### src/rtl/fp_pair_mem_sequencer_if.sv
// Request, memory and register-file bundle for the FP load/store
// pair sequencer; slave is the sequencer, master is its environment.
interface fp_pair_mem_sequencer_if;
    logic        req_valid;
    logic        req_ready;
    logic [1:0]  req_op;
    logic [31:0] req_addr;
    logic [4:0]  req_freg;
    logic [31:0] st_data_lo;
    logic [31:0] st_data_hi;
    logic        mem_req;
    logic        mem_we;
    logic [31:0] mem_addr;
    logic [31:0] mem_wdata;
    logic        mem_ack;
    logic [31:0] mem_rdata;
    logic [4:0]  rf_write_reg;
    logic [31:0] rf_wdata1;
    logic [31:0] rf_wdata2;
    logic        rf_reg_write;
    logic        rf_reg_dwrite;
    logic        done;
    logic        err;

    modport slave (
        input  req_valid, req_op, req_addr, req_freg,
        input  st_data_lo, st_data_hi,
        input  mem_ack, mem_rdata,
        output req_ready,
        output mem_req, mem_we, mem_addr, mem_wdata,
        output rf_write_reg, rf_wdata1, rf_wdata2,
        output rf_reg_write, rf_reg_dwrite,
        output done, err
    );

    modport master (
        output req_valid, req_op, req_addr, req_freg,
        output st_data_lo, st_data_hi,
        output mem_ack, mem_rdata,
        input  req_ready,
        input  mem_req, mem_we, mem_addr, mem_wdata,
        input  rf_write_reg, rf_wdata1, rf_wdata2,
        input  rf_reg_write, rf_reg_dwrite,
        input  done, err
    );
endinterface

### src/rtl/fp_pair_mem_sequencer.sv
// Sequences LWC1/LDC1/SWC1/SDC1 between the 32-bit data port and the
// FP register file; doubles become two word accesses to an even/odd pair.
module fp_pair_mem_sequencer (
    input  logic                            clk,
    input  logic                            rst_n,
    fp_pair_mem_sequencer_if.slave          bus
);

    typedef enum logic [2:0] {
        IDLE,
        ACC0,
        ACC1,
        WB,
        DONE,
        ERR
    } state_t;

    state_t      state;
    logic        isDouble;
    logic        isStore;
    logic [31:0] addrReg;
    logic [4:0]  fregReg;
    logic [31:0] loReg;
    logic [31:0] hiReg;
    logic        reqBad;

    // Misaligned words, misaligned doubles and odd pair bases are rejected.
    assign reqBad = bus.req_op[0]
                  ? ((bus.req_addr[2:0] != 3'd0) | bus.req_freg[0])
                  : (bus.req_addr[1:0] != 2'd0);

    // Ready is held low throughout reset so nothing is accepted then.
    assign bus.req_ready = (state == IDLE) & rst_n;

    // Request FSM; every bus and register-file output is registered here.
    always_ff @(posedge clk or negedge rst_n) begin
        if (!rst_n) begin
            state             <= IDLE;
            isDouble          <= 1'b0;
            isStore           <= 1'b0;
            addrReg           <= 32'd0;
            fregReg           <= 5'd0;
            loReg             <= 32'd0;
            hiReg             <= 32'd0;
            bus.mem_req       <= 1'b0;
            bus.mem_we        <= 1'b0;
            bus.mem_addr      <= 32'd0;
            bus.mem_wdata     <= 32'd0;
            bus.rf_write_reg  <= 5'd0;
            bus.rf_wdata1     <= 32'd0;
            bus.rf_wdata2     <= 32'd0;
            bus.rf_reg_write  <= 1'b0;
            bus.rf_reg_dwrite <= 1'b0;
            bus.done          <= 1'b0;
            bus.err           <= 1'b0;
        end else begin
            bus.done          <= 1'b0;
            bus.err           <= 1'b0;
            bus.rf_reg_write  <= 1'b0;
            bus.rf_reg_dwrite <= 1'b0;
            unique case (state)
                IDLE: begin
                    if (bus.req_valid) begin
                        isDouble <= bus.req_op[0];
                        isStore  <= bus.req_op[1];
                        addrReg  <= bus.req_addr;
                        fregReg  <= bus.req_freg;
                        loReg    <= bus.st_data_lo;
                        hiReg    <= bus.st_data_hi;
                        if (reqBad) begin
                            state    <= ERR;
                            bus.done <= 1'b1;
                            bus.err  <= 1'b1;
                        end else begin
                            state         <= ACC0;
                            bus.mem_req   <= 1'b1;
                            bus.mem_we    <= bus.req_op[1];
                            bus.mem_addr  <= bus.req_addr;
                            bus.mem_wdata <= bus.st_data_lo;
                        end
                    end
                end
                ACC0: begin
                    if (bus.mem_ack) begin
                        if (!isStore) begin
                            loReg <= bus.mem_rdata;
                        end
                        if (isDouble) begin
                            state         <= ACC1;
                            bus.mem_addr  <= addrReg + 32'd4;
                            bus.mem_wdata <= hiReg;
                        end else begin
                            bus.mem_req <= 1'b0;
                            bus.mem_we  <= 1'b0;
                            if (isStore) begin
                                state    <= DONE;
                                bus.done <= 1'b1;
                            end else begin
                                state            <= WB;
                                bus.rf_write_reg <= fregReg;
                                bus.rf_wdata1    <= bus.mem_rdata;
                                bus.rf_wdata2    <= 32'd0;
                                bus.rf_reg_write <= 1'b1;
                            end
                        end
                    end
                end
                ACC1: begin
                    if (bus.mem_ack) begin
                        bus.mem_req <= 1'b0;
                        bus.mem_we  <= 1'b0;
                        if (isStore) begin
                            state    <= DONE;
                            bus.done <= 1'b1;
                        end else begin
                            state             <= WB;
                            hiReg             <= bus.mem_rdata;
                            bus.rf_write_reg  <= fregReg;
                            bus.rf_wdata1     <= loReg;
                            bus.rf_wdata2     <= bus.mem_rdata;
                            bus.rf_reg_dwrite <= 1'b1;
                        end
                    end
                end
                WB: begin
                    state    <= DONE;
                    bus.done <= 1'b1;
                end
                DONE: begin
                    state <= IDLE;
                end
                ERR: begin
                    state <= IDLE;
                end
                default: begin
                    state <= IDLE;
                end
            endcase
        end
    end

endmodule

### src/flat_wrapper.sv
// flat-port wrapper written by rule: the top's interface ports become plain ports
module fp_pair_mem_sequencer_flat 
  (clk, rst_n, bus_req_valid, bus_req_op, bus_req_addr, bus_req_freg, bus_st_data_lo, bus_st_data_hi, bus_mem_ack, bus_mem_rdata, bus_req_ready, bus_mem_req, bus_mem_we, bus_mem_addr, bus_mem_wdata, bus_rf_write_reg, bus_rf_wdata1, bus_rf_wdata2, bus_rf_reg_write, bus_rf_reg_dwrite, bus_done, bus_err);
  fp_pair_mem_sequencer_if bus_i ();
  input  logic clk;
  input  logic rst_n;
  input wire logic [$bits(bus_i.req_valid)-1:0] bus_req_valid;
  input wire logic [$bits(bus_i.req_op)-1:0] bus_req_op;
  input wire logic [$bits(bus_i.req_addr)-1:0] bus_req_addr;
  input wire logic [$bits(bus_i.req_freg)-1:0] bus_req_freg;
  input wire logic [$bits(bus_i.st_data_lo)-1:0] bus_st_data_lo;
  input wire logic [$bits(bus_i.st_data_hi)-1:0] bus_st_data_hi;
  input wire logic [$bits(bus_i.mem_ack)-1:0] bus_mem_ack;
  input wire logic [$bits(bus_i.mem_rdata)-1:0] bus_mem_rdata;
  output wire logic [$bits(bus_i.req_ready)-1:0] bus_req_ready;
  output wire logic [$bits(bus_i.mem_req)-1:0] bus_mem_req;
  output wire logic [$bits(bus_i.mem_we)-1:0] bus_mem_we;
  output wire logic [$bits(bus_i.mem_addr)-1:0] bus_mem_addr;
  output wire logic [$bits(bus_i.mem_wdata)-1:0] bus_mem_wdata;
  output wire logic [$bits(bus_i.rf_write_reg)-1:0] bus_rf_write_reg;
  output wire logic [$bits(bus_i.rf_wdata1)-1:0] bus_rf_wdata1;
  output wire logic [$bits(bus_i.rf_wdata2)-1:0] bus_rf_wdata2;
  output wire logic [$bits(bus_i.rf_reg_write)-1:0] bus_rf_reg_write;
  output wire logic [$bits(bus_i.rf_reg_dwrite)-1:0] bus_rf_reg_dwrite;
  output wire logic [$bits(bus_i.done)-1:0] bus_done;
  output wire logic [$bits(bus_i.err)-1:0] bus_err;
  assign bus_i.req_valid = bus_req_valid;
  assign bus_i.req_op = bus_req_op;
  assign bus_i.req_addr = bus_req_addr;
  assign bus_i.req_freg = bus_req_freg;
  assign bus_i.st_data_lo = bus_st_data_lo;
  assign bus_i.st_data_hi = bus_st_data_hi;
  assign bus_i.mem_ack = bus_mem_ack;
  assign bus_i.mem_rdata = bus_mem_rdata;
  assign bus_req_ready = bus_i.req_ready;
  assign bus_mem_req = bus_i.mem_req;
  assign bus_mem_we = bus_i.mem_we;
  assign bus_mem_addr = bus_i.mem_addr;
  assign bus_mem_wdata = bus_i.mem_wdata;
  assign bus_rf_write_reg = bus_i.rf_write_reg;
  assign bus_rf_wdata1 = bus_i.rf_wdata1;
  assign bus_rf_wdata2 = bus_i.rf_wdata2;
  assign bus_rf_reg_write = bus_i.rf_reg_write;
  assign bus_rf_reg_dwrite = bus_i.rf_reg_dwrite;
  assign bus_done = bus_i.done;
  assign bus_err = bus_i.err;
  fp_pair_mem_sequencer u_core (.clk(clk), .rst_n(rst_n), .bus(bus_i));
endmodule
### config.mk
export PLATFORM = sky130hd
export DESIGN_NAME = fp_pair_mem_sequencer_flat
export DESIGN_NICKNAME = d
export VERILOG_FILES = /design/src/rtl/fp_pair_mem_sequencer_if.sv /design/src/rtl/fp_pair_mem_sequencer.sv /design/src/flat_wrapper.sv
export SDC_FILE = /design/constraint.sdc
export NUM_CORES = 1
export LEC_CHECK = 0
export CORE_ASPECT_RATIO = 1.75
export CORE_MARGIN = 2
export CORE_UTILIZATION = 51
export CTS_BUF_LIST = sky130_fd_sc_hd__clkbuf_4
export CTS_CLUSTER_SIZE = 28
export DETAILED_ROUTE_END_ITERATION = 6
export GPL_ROUTABILITY_DRIVEN = 1
export PLACE_DENSITY_LB_ADDON = 0.1
export SLEW_MARGIN = 25
export SYNTH_ARGS = -nofsm -noshare
export SYNTH_HDL_FRONTEND = slang
export SYNTH_SLANG_ARGS = --single-unit
export TNS_END_PERCENT = 20
### constraint.sdc
create_clock -name clk -period 3.3 [get_ports clk]
set_input_delay 0.825 -clock clk [delete_from_list [all_inputs] [get_ports clk]]
set_output_delay 0.825 -clock clk [all_outputs]
set_load 0.01 [all_outputs]
Word-level counts from Yosys, hierarchy flattened
Index checks and enable logic that the tools add are counted.
{"block": "word_totals", "ram_bits": 0, "romBits": 0, "out_inout_bits": 140, "ff_bits": 245, "mem_count": 0, "latchBits": 0}
{"block": "op_classes", "magnitude_cmp": 0, "n_eq_ne": 11, "reduce_logical": 15, "add_sub_neg": 1, "bitwise": 2, "div_mod_pow": 0, "multipliers": 0, "n_shift": 0, "mux": 61}
{"op": "32-bit two-way mux", "n": 19}
{"op": "32-bit case mux with 2 select lines", "n": 6}
{"op": "32-bit by 3-bit adder with 32-bit output (second input constant)", "n": 1}
{"op": "1-bit two-way mux", "n": 21}
{"op": "5-bit two-way mux", "n": 4}
{"op": "3-bit two-way mux", "n": 6}
{"op": "2-bit != test (second input constant)", "n": 7}
{"op": "3-bit case mux with 4 select lines", "n": 1}
{"op": "4-bit AND reduction", "n": 3}
{"op": "6-bit AND reduction", "n": 2}
{"op": "5-bit case mux with 2 select lines", "n": 1}
{"op": "2-bit nonzero test", "n": 4}
{"op": "3-bit by 2-bit == test with 1-bit output (second input constant)", "n": 2}
{"op": "1-bit case mux with 3 select lines", "n": 2}
{"op": "3-bit nonzero test", "n": 2}
{"op": "5-bit AND reduction", "n": 1}
{"op": "1-bit case mux with 4 select lines", "n": 1}
{"op": "3-bit by 1-bit == test with 1-bit output (second input constant)", "n": 1}
{"op": "3-bit logical NOT", "n": 1}
{"op": "3-bit AND reduction", "n": 1}
{"op": "2-bit by 1-bit != test with 1-bit output (second input constant)", "n": 1}
{"op": "2-bit AND reduction", "n": 1}
{"op": "1-bit AND", "n": 1}
{"op": "1-bit OR", "n": 1}

Logic depth before layout (Yosys ltp)
Gate-level depths: netlist of the first run.
{"block": "logic_depth", "ltp_word": 6, "depth_mapped": 8, "mapped_depth_nobuf": 6}

Worst setup path after synthesis of the first run
OpenSTA, ideal clock, no wires.
{"block": "synth_timing", "path_kind": "register -> register", "startpoint": "register u_core.addrReg[2]", "endpoint": "register u_core.bus.mem_addr[30]", "arrival_time_ns": 2.264, "n_path_buf": 1, "stages_incl_launch_ff": 8, "synth_period_minus_slack_ns": 2.390, "setup_ns": 0.126, "required_time_ns": 3.174, "setup_slack_ns": 0.910, "path_cell_list": "dfrtp_1 ha_1 nand3_1 or4_1 buf_2 or4_4 xnor2_2 a221o_1"}
{"block": "synth_between", "elab_chain_len": 4}
{"element": "from (decl)", "line_no": "fp_pair_mem_sequencer.sv:21", "source": "logic [31:0] addrReg;"}
{"element": "from (signal assigned)", "line_no": "fp_pair_mem_sequencer.sv:66", "source": "addrReg <= bus.req_addr;"}
{"element": "32-bit by 3-bit adder with 32-bit output", "line_no": "fp_pair_mem_sequencer.sv:90", "source": "bus.mem_addr <= addrReg + 32'd4;"}
{"element": "32-bit two-way mux", "line_no": "fp_pair_mem_sequencer.sv:88", "source": "if (isDouble) begin"}
{"element": "32-bit two-way mux", "line_no": "fp_pair_mem_sequencer.sv:84", "source": "if (bus.mem_ack) begin"}
{"element": "32-bit case mux with 2 select lines", "line_no": "fp_pair_mem_sequencer.sv:61", "source": "unique case (state)"}
{"element": "to (signal assigned)", "line_no": "fp_pair_mem_sequencer.sv:78", "source": "bus.mem_addr <= bus.req_addr;"}
{"element": "to (signal assigned)", "line_no": "fp_pair_mem_sequencer.sv:90"}
{"element": "to (decl)", "line_no": "fp_pair_mem_sequencer_if.sv:30", "source": "output mem_req, mem_we, mem_addr, mem_wdata,"}
No other way between the ends. The select of a mux whose other input is x is not followed.
A chain may end at the register's enable or synchronous reset.

Final worst setup path of the first run
{"block": "layout_timing", "startpoint": "register u_core.state[1]", "endpoint": "output bus_req_ready"}
{"block": "layout_between", "elab_chain_len": 2}
{"element": "from (decl)", "line_no": "fp_pair_mem_sequencer.sv:18", "source": "state_t state;"}
{"element": "from (signal assigned)", "line_no": "fp_pair_mem_sequencer.sv:38", "source": "state <= IDLE;"}
{"element": "from (signal assigned)", "line_no": "fp_pair_mem_sequencer.sv:71", "source": "state <= ERR;"}
{"element": "from (signal assigned)", "line_no": "fp_pair_mem_sequencer.sv:75", "source": "state <= ACC0;"}
{"element": "3-bit logical NOT", "line_no": "fp_pair_mem_sequencer.sv:33", "source": "assign bus.req_ready = (state == IDLE) & rst_n;"}
{"element": "1-bit AND", "line_no": "fp_pair_mem_sequencer.sv:33"}
{"element": "to (decl)", "line_no": "flat_wrapper.sv:15", "source": "output wire logic [$bits(bus_i.req_ready)-1:0] bus_req_ready;"}
No other way between the ends.

==> results.tsv, run 1 <==
stage	metric	value	unit
outcome	status	finished, final reports clean	
yosys	yosys.area.top_type	dfrtp_1	
cells_and_area	layout-drive-gt1-share	8.99	%
clock_tree	clockBufferDepth	3	
pwr	total_power	13.7	mW
clock_tree	cts-root-buf	clkbuf_4	
yosys	synth_compound_area_share	17.0	%
yosys	netlist_top_cells_count	nand2_1, dfrtp_1, o21ai_0, a21oi_1, clkbuf_1	
clock_tree	cts-buffers-inserted	55	
cells_and_area	nets	1631	
critical_path	crit_arrival	2230	ps
yosys	yosysMostFrequentCell	nand2_1	
clock_tree	cts_setup_buffers	0	
clock_tree	cts_tree	done	
routing	ant_nets	0	
sta	max_freq	327	MHz
sta	hold_viol_final	0	
grt	grt.total_usage	27.4	%
die	die_h	199	um
yosys	syn_inst	1215	
yosys	syn_area	11100	um2
pwr	cellPowerDensity	917	nW/um2
yosys	yosys.area_share.xor_xnor	1.81	%
yosys	synth_edf_count	0	
routing	drt_iter0_drc	453	
cells_and_area	fin_cells	1830	
die	dieWidth	115	um
yosys	syn_nets	1355	
routing	drt-pass1-iter-count	5	
clock_tree	post_cts_resized	0	
die	io_pins	279	
critical_path	path_class	flip-flop to primary output	
routing	drc_errors	0	
placed_design	gp_congestion	0.879	
die	core.rowCount	71	
sta	finalCritPeriodShare	92.6	%
pwr	switching_share	39.0	%
grt	grt_pass1_vias	10013	
grt	antenna_found_initial	4	
sta	worst_pin_slew	924	ps
pwr	p_sw	5.32	mW
critical_path	crit_path_end_kind	primary output	
yosys	yosys.area_share.simple	18.7	%
min_path	hp-class	input port to asynchronous set/reset pin	
critical_path	cp.required	2470	ps
sta	rsz0062_at_grt	no	
sta	final.setup.tns	0	ps
sta	relSlewSlack	38.4	%
sta	finalSetupViolCount	0	
cells_and_area	area_growth_syn_to_layout	34.6	%
yosys	synth.area.mux_share	3.88	%
grt	grt_pass1_wl	49.9	mm
flow_run	cap_viol_max_count	0	
clock_tree	htreeDepth	2	
pwr	irDropWorstVdd	0.588	mV
grt	grt_max_degree	164	
yosys	synth.distinct_cells	53	
critical_path	startpoint_type	flip-flop	
pwr	pwr-share-seq	38.8	%
routing	wire_per_inst	17.1	um
routing	wirelength	31.3	mm
routing	vias	9758	
sta	slew_violations	0	
yosys	synth.top_cell.area_share	55.4	%
clock_tree	clk_latency	650	ps
grt	overflow	0	
pwr	leakagePower	6.71	nW
pwr	intPower	8.33	mW
die	initial_utilization	51.7	%
yosys	ys_ff_latch	245	
clock_tree	clk_pin_slew	70	ps
clock_tree	cts_sinks	245	
sta	clock_skew	26.0	ps
yosys	syn_area_per_cell	9.11	um2
placed_design	place_hpwl	21.4	mm
yosys	synthTopCellsByArea	dfrtp_1, nand2_1, o21ai_0	
placed_design	io_buffers	278	
die	coreArea	21400	um2
die	die_area	22900	um2
yosys	yosys_warnings	0	
clock_tree	ctsHoldBuffers	0	
pwr	share_comb_of_total_power	43.8	%
critical_path	critPathMaxFanout	15	
yosys	synth_top_family_by_area	simple AND/OR/NAND/NOR gates	
yosys	synth_fa_ha_area_share	0.113	%
pwr	p_clk_share	17.4	%
routing	viasPerCell	5.33	
yosys	synth_flop_cell	dfrtp_1	
placed_design	dp_cells	1726	
yosys	async_reset_ff_share	100	%
sta	post-route-min-period	3060	ps
yosys	ys_seq_area_share	55.4	%
[kinds of logic after synthesis]
group                    Yosys count
XOR/XNOR                          22
AND/OR/NAND/NOR                  473
multiplexers                      42
adder cells (fa/ha/maj)            1
AO/OA/AOI/OAI                    344
flip-flops                       245
buffers and inverters             88
[stage by stage]
stage / worst slack, ps / hold slack [ps] / util, % / instance area [um2]
after floorplan: 910 / 442 / - / 11100
after global placement: 410 / 455 / 66.2 / 14200
after detailed placement: 361 / 462 / 66.2 / 14200
after CTS: 161 / 283 / 69.5 / 14900
after global routing: 103 / 333 / 69.6 / 14900
final: 244 / 326 / 69.6 / 14900
[per-layer routing]
metal	GRT usage, %	part of all wire (%)	vias to the layer above
met2	47.2	51	326
met1	31.6	38	4615
met5	0	0.038	-
met3	6.22	6.6	89
met4	14.0	4.2	2
li1	-	-	4726
[critical path, stage by stage (launching register included)]
cell and delay [ps]:
dfrtp_1 550, nor4b_1 390, clkdlybuf4s50_1 650
[path summary, 6_finish.rpt]
path,from,to,slack (ps),cells past startpoint
max in group asynchronous,rst_n,u_core.bus.mem_wdata[11],1680,3
min in group clk,u_core.fregReg[3],u_core.fregReg[3],470,2
min reg2reg,u_core.fregReg[3],u_core.fregReg[3],470,2
min,rst_n,u_core.bus.done,330,2
max,u_core.state[1],bus_req_ready,240,2
max reg2reg,u_core.addrReg[2],u_core.bus.mem_addr[30],600,6
[cell usage in the layout, fill, tap and decap left out, drive strengths merged, types with 3 or more instances in the layout]
master         netlist  final
a21boi              32     32
a21oi               86     86
a2bb2oi              3      3
a31oi                3      3
and2                34     34
and3                 3      3
and4                 4      4
buf                 14     25
clkbuf              69     89
clkdlybuf4s50        0    277
clkinv               0     11
dfrtp              245    245
diode                0      3
inv                  5      5
mux2                 7      7
mux2i               35     35
nand2              333    333
nand2b               4      4
nand3               17     17
nand4                9      9
nor2                37     37
nor3                11     11
nor4                 6      6
o21a                 3      3
o21ai              196    196
o22ai                5      5
o31ai                4      4
or3                  4      4
or4                  3      3
xnor2               17     17
xor2                 5      5
[power groups by stage]
stage	registers (mW)	clock network [mW]	logic (mW)
3_5_place_dp	5.33	0	6.05
2_1_floorplan	5.45	0	3.01
6_report	5.30	2.38	5.98
5_1_grt	5.47	2.59	6.67
3_3_place_gp	5.29	0	5.89
4_1_cts	5.29	2.45	6.06
[layout make-up]
type | count | area (um2)
Inverter | 5 | 18.8
Clock buffer | 89 | 668
Fill cell | 1794 | 6520
Tap cell | 292 | 365
Timing Repair Buffer | 302 | 3020
Antenna cell | 3 | 7.51
Sequential cell | 245 | 6130
Multi-Input combinational cell | 882 | 4630
Clock inverter | 12 | 50.0
No activity file was read; power rests on OpenSTA's default activity.
==> run 2, diff against run 1 <==
--- a/config.mk
+++ b/config.mk
@@ -5,9 +5,10 @@
 export SDC_FILE = /design/constraint.sdc
 export NUM_CORES = 1
 export LEC_CHECK = 0
+export ABC_AREA = 1
 export CORE_ASPECT_RATIO = 1.75
 export CORE_MARGIN = 2
-export CORE_UTILIZATION = 51
+export CORE_UTILIZATION = 52
 export CTS_BUF_LIST = sky130_fd_sc_hd__clkbuf_4
 export CTS_CLUSTER_SIZE = 28
 export DETAILED_ROUTE_END_ITERATION = 6
==> run 2 against run 1 <==
Combinational power rose by 31%. Clock-buffer cell count fell by 8. Die area rose by 4.1%. Core utilization rose by 0.26 points. Fmax fell by 2.9%. Sequential power rose by 2%. Worst hold slack got worse by 160 ps. Register-to-register slack got worse by 60 ps. Clock skew fell by 9.2 ps. Largest cell class unchanged. Cell count rose by 21%.
==> results.tsv, run 2 <==
stage	metric	value	unit	change
yosys	yosysMostFrequentCell	nand2_1		
yosys	synth.distinct_cells	31		-42%
sta	timing.final.ws_setup	153	ps	-91.1 ps
routing	drt_iter0_drc	826		+82%
die	io_pins	279		unchanged
clock_tree	cts_sinks	245		unchanged
sta	post-route-min-period	3150	ps	+91.1 ps
placed_design	io_buffers	278		unchanged
placed_design	gp_congestion	0.930		+5.8%
cells_and_area	layout-drive-gt1-share	6.47	%	-2.5 points
critical_path	critPathTopFamily	buffers and inverters		
sta	max_freq	318	MHz	-2.9%
cells_and_area	fin_area	15500	um2	+3.9%
min_path	hp-class	input port to asynchronous set/reset pin		
die	initial_utilization	53.1	%	+1.4 points
sta	relSlewSlack	48.8	%	+10 points
yosys	ys_ff_latch	245		unchanged
sta	worst_hold_slack	168	ps	-158 ps
yosys	synth_edf_count	0		unchanged
routing	wire_per_inst	16.6	um	-3.2%
sta	slew_violations	0		unchanged
yosys	async_reset_ff_share	100	%	unchanged
sta	worst_pin_slew	768	ps	-156 ps
yosys	synthTopCellsByArea	dfrtp_1, nand2_1, o21ai_0		
cells_and_area	mostFrequentLayoutCells	nand2_1, clkdlybuf4s50_1, dfrtp_1		
routing	vias	11395		+17%
critical_path	reg2reg_slack	540	ps	-60 ps
critical_path	path_class	flip-flop to primary output		
grt	grt_pass1_vias	11479		+15%
cells_and_area	final_common_cell	nand2_1		
critical_path	cp_slowest_cell	clkdlybuf4s50_1		
yosys	syn_inst	1596		+31%
critical_path	path_common_cell	inv_1		
yosys	yosys.area.top_type	dfrtp_1		
outcome	status	finished, final reports clean		
yosys	yosys_warnings	0		unchanged
routing	drt-pass1-iter-count	5		unchanged
sta	finalSetupViolCount	0		unchanged
grt	grt_pass1_wl	58.8	mm	+18%
pwr	leakagePower	7.70	nW	+15%
routing	viasPerCell	5.15		-3.5%
critical_path	r2r_cells	9		+3
cells_and_area	area_growth_syn_to_layout	31.6	%	
flow_run	cap_viol_max_count	0		unchanged
critical_path	crit_path_end_kind	primary output		
yosys	netlist_top_cells_count	nand2_1, dfrtp_1, o21ai_0, nor2_1, inv_1		
yosys	syn_area_per_cell	7.37	um2	-19%
pwr	irDropWorstVdd	0.515	mV	-12%
die	die_h	203	um	+2.0%
routing	drc_errors	0		unchanged
cells_and_area	nets	2016		+24%
routing	ant_nets	0		unchanged
routing	wirelength	36.7	mm	+17%
sta	rsz0062_at_grt	no		
placed_design	place_ws	413	ps	+52.3 ps
critical_path	worst-path-stages	6		+4
clock_tree	ctsHoldBuffers	0		unchanged
yosys	syn_area	11800	um2	+6.3%
clock_tree	clk_pin_slew	70	ps	about the same
yosys	synth_flop_cell	dfrtp_1		
grt	overflow	0		unchanged
critical_path	path_cells	inv_1, nand2_1, nor2_4, inv_1, nor2_1, clkdlybuf4s50_1		
critical_path	critPathMaxFanout	4		-11
die	dieWidth	118	um	+2.0%
yosys	synth.top_cell.area_share	52.1	%	-3.3 points
critical_path	worst-path-buf-inv	3		+2
sta	final.setup.tns	0	ps	unchanged
critical_path	cp_slowest_stage_delay	540	ps	-110 ps
sta	hold_viol_final	0		unchanged
cells_and_area	ff_latch_area	6130	um2	unchanged
pwr	total_power	15.6	mW	+14%
clock_tree	htreeDepth	2		unchanged
grt	grt.total_usage	31.1	%	+3.7 points
clock_tree	cts-buffers-inserted	58		+5.5%
sta	clock_skew	16.8	ps	-9.22 ps
placed_design	dpl-instance-area	14800	um2	+4.3%
clock_tree	clockBufferDepth	3		unchanged
critical_path	crit_arrival	2320	ps	+90 ps
die	die_area	23900	um2	+4.1%
yosys	ys_seq_area_share	52.1	%	-3.3 points
sta	finalCritPeriodShare	95.4	%	+2.8 points
die	core.rowCount	72		+1.4%
grt	grt_max_degree	83		-49%
clock_tree	clk_latency	700	ps	+50 ps
pwr	cellPowerDensity	1010	nW/um2	+9.7%
die	coreArea	22200	um2	+3.5%
grt	antenna_found_initial	2		-2
cells_and_area	fillers	1949		+8.6%
cells_and_area	multi_input_area	4890	um2	+5.6%
critical_path	cp.required	2470	ps	about the same
clock_tree	cts-root-buf	clkbuf_4		
clock_tree	cts_tree	done		
placed_design	place_hpwl	25.7	mm	+20%
yosys	syn_nets	1736		+28%
critical_path	startpoint_type	flip-flop		
-- run 2: cell types whose count changed after synthesis, sizes merged, moves of 15 or more --
cell | before | now
nand2 | 333 | 775
nor2 | 37 | 99
and2 | 34 | 2
inv | 5 | 97
a21oi | 86 | 26
nand3 | 17 | 86
o21ai | 196 | 169
clkbuf | 69 | 23
buf | 14 | 58
mux2i | 35 | 0
a21boi | 32 | 0
xnor2 | 17 | 2
-- run 2: through the flow --
stage / utilization [%] / std cells
6_report: 69.8 / 2214
2_1_floorplan: - / 1596
3_5_place_dp: 66.7 / 2112
3_3_place_gp: 66.6 / 2112
4_1_cts: 69.8 / 2212
5_1_grt: 69.8 / 2214
-- run 2: worst paths after layout --
kind | from | endpoint
worst max-delay path | u_core.state[1] | bus_req_ready
worst min-delay path | rst_n | u_core.bus.rf_reg_dwrite
worst max register to register | u_core.state[1] | u_core.bus.rf_wdata1[17]
worst min register to register | u_core.hiReg[30] | u_core.hiReg[30]
max in group asynchronous | rst_n | u_core.bus.rf_wdata1[18]
min in group clk | u_core.hiReg[30] | u_core.hiReg[30]
-- run 2: per-layer routing --
| layer | track usage [%] | part of all wire [%] | vias to the layer above |
|---|---|---|---|
| met2 | 56.9 | 53 | 447 |
| li1 | - | - | 5583 |
| met3 | 7.39 | 7.0 | 110 |
| met5 | 0 | 0 | - |
| met4 | 16.4 | 5.2 | 0 |
| met1 | 32.9 | 35 | 5255 |
-- run 2: layout make-up --
cell class | count | share of cell area (%)
clock inverters | 19 | 0.477
repair buffers | 301 | 19.6
diodes | 2 | 0.0323
clock buffers | 81 | 3.93
inverters | 98 | 2.38
flip-flops and latches | 245 | 39.6
well taps | 296 | 2.39
multi-input cells | 1172 | 31.6
-- run 2: logic make-up after synthesis --
kind of cell / share of synthesized area, %
xor gates and xnor gates: 0.149
AOI/OAI and AO/OA: 8.79
and+or+nand+nor: 32.1
buffers and inverters: 6.53
adders and majority gates: 0.106
muxes: 0.192
DFF: 52.1
-- run 2: power breakdown --
group          switching, mW  internal (mW)  leakage, nW  total (mW)
registers              0.918           4.48         3.06        5.40
clock network           1.23           1.13        0.410        2.35
logic                   4.65           3.17         4.23        7.82
total                   6.80           8.77         7.70        15.6
-- run 2: timing repair --
action                     in CTS  in global routing
resized for setup               1                  1
setup endpoints to repair       1                  1
pin swaps                       0                  0
setup buffers                   0                  0
